===== src/rtl/present_drop_scheduler.sv =====
// Present drop scheduler: LFSR-randomised gap between drops counted in secClk
// ticks, with a ballPopped bonus drop and back-pressure from the slot flags.
module present_drop_scheduler #(
    parameter int unsigned MIN_GAP    = 3,
    parameter logic [2:0]  BONUS_MASK = 3'b000,
    parameter logic [7:0]  LFSR_SEED  = 8'hA5
) (
    input  logic       clk,
    input  logic       resetN,
    input  logic       enable,
    input  logic       secClk,
    input  logic       ballPopped,
    input  logic [2:0] slotsBusy,
    output logic       dropPresent,
    output logic [1:0] nxt_present,
    output logic [3:0] gapCnt,
    output logic       armed
);

    typedef enum logic [1:0] {IDLE, COUNT, ARMED, DROP} state_t;

    state_t     state, state_nxt;
    logic [7:0] lfsr, lfsr_nxt;
    logic [3:0] gap_load, gap_nxt;
    logic [1:0] type_nxt;
    logic       drop_nxt, armed_nxt, bonus;

    assign gap_load = 4'(MIN_GAP) + {2'b00, lfsr[1:0]};
    assign bonus    = ballPopped && (lfsr[7:5] == BONUS_MASK);

    // Taps x^8+x^6+x^5+x^4+1 on bits 7,5,4,3; all-zero lock-up reloads the seed
    always_comb begin
        lfsr_nxt = {lfsr[6:0], lfsr[7] ^ lfsr[5] ^ lfsr[4] ^ lfsr[3]};
        if (lfsr == '0)
            lfsr_nxt = LFSR_SEED;
    end

    always_comb begin
        state_nxt = state;
        gap_nxt   = gapCnt;
        type_nxt  = nxt_present;
        drop_nxt  = 1'b0;
        armed_nxt = 1'b0;
        if (!enable) begin
            state_nxt = IDLE;
            gap_nxt   = '0;
        end else begin
            unique case (state)
                IDLE: begin
                    state_nxt = COUNT;
                    gap_nxt   = gap_load;
                end
                COUNT: begin
                    if (bonus || (secClk && gapCnt <= 4'd1)) begin
                        state_nxt = ARMED;
                        gap_nxt   = '0;
                        armed_nxt = 1'b1;
                    end else if (secClk) begin
                        gap_nxt = gapCnt - 4'd1;
                    end
                end
                ARMED: begin
                    if (slotsBusy != 3'b111) begin
                        state_nxt = DROP;
                        drop_nxt  = 1'b1;
                        type_nxt  = lfsr[3:2];
                    end else begin
                        armed_nxt = 1'b1;
                    end
                end
                DROP: begin
                    state_nxt = COUNT;
                    gap_nxt   = gap_load;
                end
                default: state_nxt = IDLE;
            endcase
        end
    end

    always_ff @(posedge clk or negedge resetN) begin
        if (!resetN) begin
            state       <= IDLE;
            lfsr        <= LFSR_SEED;
            gapCnt      <= '0;
            dropPresent <= 1'b0;
            nxt_present <= '0;
            armed       <= 1'b0;
        end else begin
            state       <= state_nxt;
            lfsr        <= lfsr_nxt;
            gapCnt      <= gap_nxt;
            dropPresent <= drop_nxt;
            nxt_present <= type_nxt;
            armed       <= armed_nxt;
        end
    end

endmodule


===== config.mk =====
export PLATFORM = sky130hd
export DESIGN_NAME = present_drop_scheduler
export DESIGN_NICKNAME = d
export VERILOG_FILES = /design/src/rtl/present_drop_scheduler.sv
export SDC_FILE = /design/constraint.sdc
export NUM_CORES = 1
export LEC_CHECK = 0
export ABC_AREA = 1
export CORE_MARGIN = 2
export CORE_UTILIZATION = 51
export DETAILED_ROUTE_END_ITERATION = 10
export PLACE_DENSITY = 0.88
export RECOVER_POWER = 25
export SYNTH_ARGS = -nofsm -noshare
export SYNTH_HDL_FRONTEND = slang
export SYNTH_SLANG_ARGS = --single-unit

===== constraint.sdc =====
create_clock -name clk -period 1.5 [get_ports clk]
set_input_delay 0.3 -clock clk [delete_from_list [all_inputs] [get_ports clk]]
set_output_delay 0.3 -clock clk [all_outputs]
set_load 0.03 [all_outputs]

==> results.toml <==
[global_route]
grt_busiest_layer = "met2"
grt_pass1_vias = 704
grt_max_degree = 19
grtUsageMet3 = 0.0377
grt_pass1_wl_um = 2770
grt_use_met2 = 0.327
antenna_found_initial = 0
grtUsageMet1 = 0.194
grt.overflow.total = 0
grt.total_usage = 0.184

[setup_path]
slowest_stage = "dfrtp_1"
crit_cells = 1
worstPathArrival_ns = 1.13
critPathLaunchType = "register"
crit_fanout = 5
required_ns = 1.20
crit_family = "flip-flops"
ff2ff_setup_slack_ns = 0.08
cp-end-kind = "primary output"
critical_path_class = "register to primary output"
crit_chain = "dlygate4sd2_1"
r2r-end = "gapCnt[2]"
cpPeakStageDelay_ns = 0.43
endpoint = "gapCnt[2]"
regToRegStartpoint = "state[0]"
worstPathBufferInverterCount = 1
reg2reg_depth = 7
crit_start = "gapCnt[2]"

[finish]
area_growth_pct = 22.1
final_common_cell = "nand2_1"
fin_nets = 148
fin_util = 0.673
antenna_cells = 0
nFillCells = 149
layout_common_cells = "35 x nand2_1, 19 x inv_1, 14 x dfrtp_1"
drive_gt1_frac = 0.127
stdcell_count = 159

[routing]
firstDrtPassIters = 4
route.antenna.remaining_nets = 0
drcViolationCount = 0
wl_per_cell_um = 11.1
finalWirelength_um = 1760
via_per_inst = 4.94
vias = 785
first_iter_violations = 16

[clock_network]
tritoncts = "done"
hold_buffers = 0
clkLatencyLatePin_ns = 0.29
cts_inserted_buffers = 3
ctsRootBufferMaster = "clkbuf_4"
cts_sinks = 18
cts_buffer_depth = 2
cts_setup_buffers = 0
path_clk_slew_ns = 0.09
h-tree-depth = 1

[floorplan]
core_area_mm2 = 0.00175
die_area_mm2 = 0.00225
die_w_um = 47.4
dieHeight_um = 47.4
fp-row-count = 15
ioPinCount = 16
initial_core_util = 0.551

[timing]
drv_slew = 0
fin_tns_setup_ns = 0
fmax_mhz = 701
slew_headroom = 0.378
rsz0062_at_grt = "yes"
post-route-period-util = 0.951
setup_viol = 0
post-route-min-period_ns = 1.43
fin_skew_ns = 0.00583
hold_slack_ns = 0.409
worstMarginPinSlew_ns = 0.934
report.final.hold_viol_count = 0

[synthesis]
yosysTopAreaCell = "dfrtp_1"
ys_ff_latch = 18
synthTopCellsByArea = "dfrtp_1 36%, nand2_1 14%, dfstp_2 11%"
synthCells = 116
ys.warnings.count = 0
synth_cell_types = 22
synth_seq_area_share = 0.473
postSynthAreaPerCell_um2 = 8.29
synth_top_area_share = 0.364
syn_nets = 129
syn_area_um2 = 962

[placement]
placed_cells = 155
port_buffers = 15
finalWeightedCongestion = 0.876
dp_hpwl_um = 1390

[pwr]
peakVddDrop_uv = 816
leakage_uw = 0.000636
p_per_area_mw_per_mm2 = 1610

[run]
max-cap-violations = 0

[worst_hold_path]
hold_path.class = "register to register"
min_from = "lfsr[3]"

[outcome]
status = "completed"
-- final cells by class --
type / count / area, um^2 / share of cell area
tap: 25 / 31.3 / 0.0266
timing repair buffer: 17 / 151 / 0.129
sequential: 18 / 455 / 0.388
inverter: 20 / 75.1 / 0.0639
multi-input combinational: 75 / 425 / 0.362
clock buffer: 4 / 36.3 / 0.0309
-- per-layer routing --
layer	routed length [um]	vias up
met1	747	369
met5	0	-
met3	51	4
li1	-	396
met2	930	16
met4	29	0
-- worst min path at each step --
stage                     end  depth (start not counted)
detailed placement    lfsr[4]                          0
global placement      lfsr[4]                          0
floorplan               armed                          0
finish                lfsr[4]                          0
global route          lfsr[3]                          0
CTS                 gapCnt[3]                          2
-- power by group --
part / internal (uW) / total [uW] / leakage (uW) / switching (uW)
Combinational: 329 / 932 / 0.000393 / 603
Sequential: 585 / 663 / 0.000222 / 78.8
Clock: 148 / 293 / 0.0000210 / 145
-- cells in the mapped netlist --
cell type and n:
nand2_4 1, a21oi_1 4, xor2_1 3, clkbuf_1 3
inv_2 1, o21ai_0 1, nor3b_1 1, nand2_1 35
nor3_1 1, nor2_1 4, ha_1 5, nor2_4 2
nand3_1 10, dfrtp_1 14, o21ai_1 3, inv_1 19
nand4_1 1, dfstp_2 4, nand4_2 1, nand3_4 1
a31oi_1 1, nand2_2 1
-- stage by stage --
step / cell area, um^2 / total power [uW] / worst slack [ns]
final: 1170 / 1890 / 0.0738
after global routing: 1170 / 2040 / -0.00245
after CTS: 1170 / 1890 / 0.0574
after detailed placement: 1150 / 1650 / 0.0170
after global placement: 1150 / 1600 / 0.0769
after floorplan: 962 / 1340 / 0.0473
-- state kept, by name (all words and copies together), names as in the netlist --
name         cells
armed            1
nxt_present      2
lfsr             8
gapCnt           4
state            2
dropPresent      1
-- kinds of logic after synthesis --
family          synth area share
fa+ha+maj                 0.0650
buf+inv                   0.0897
flops                      0.473
xor+xnor                  0.0273
simple gates               0.296
compound gates            0.0481
-- what timing repair did --
| action | 4_1_cts | 5_1_grt |
|---|---|---|
| pin swaps | 0 | 0 |
| endpoints found under the setup margin | 8 | 6 |
| resized for setup | 8 | 1 |
(Power assumes the default switching activity.)
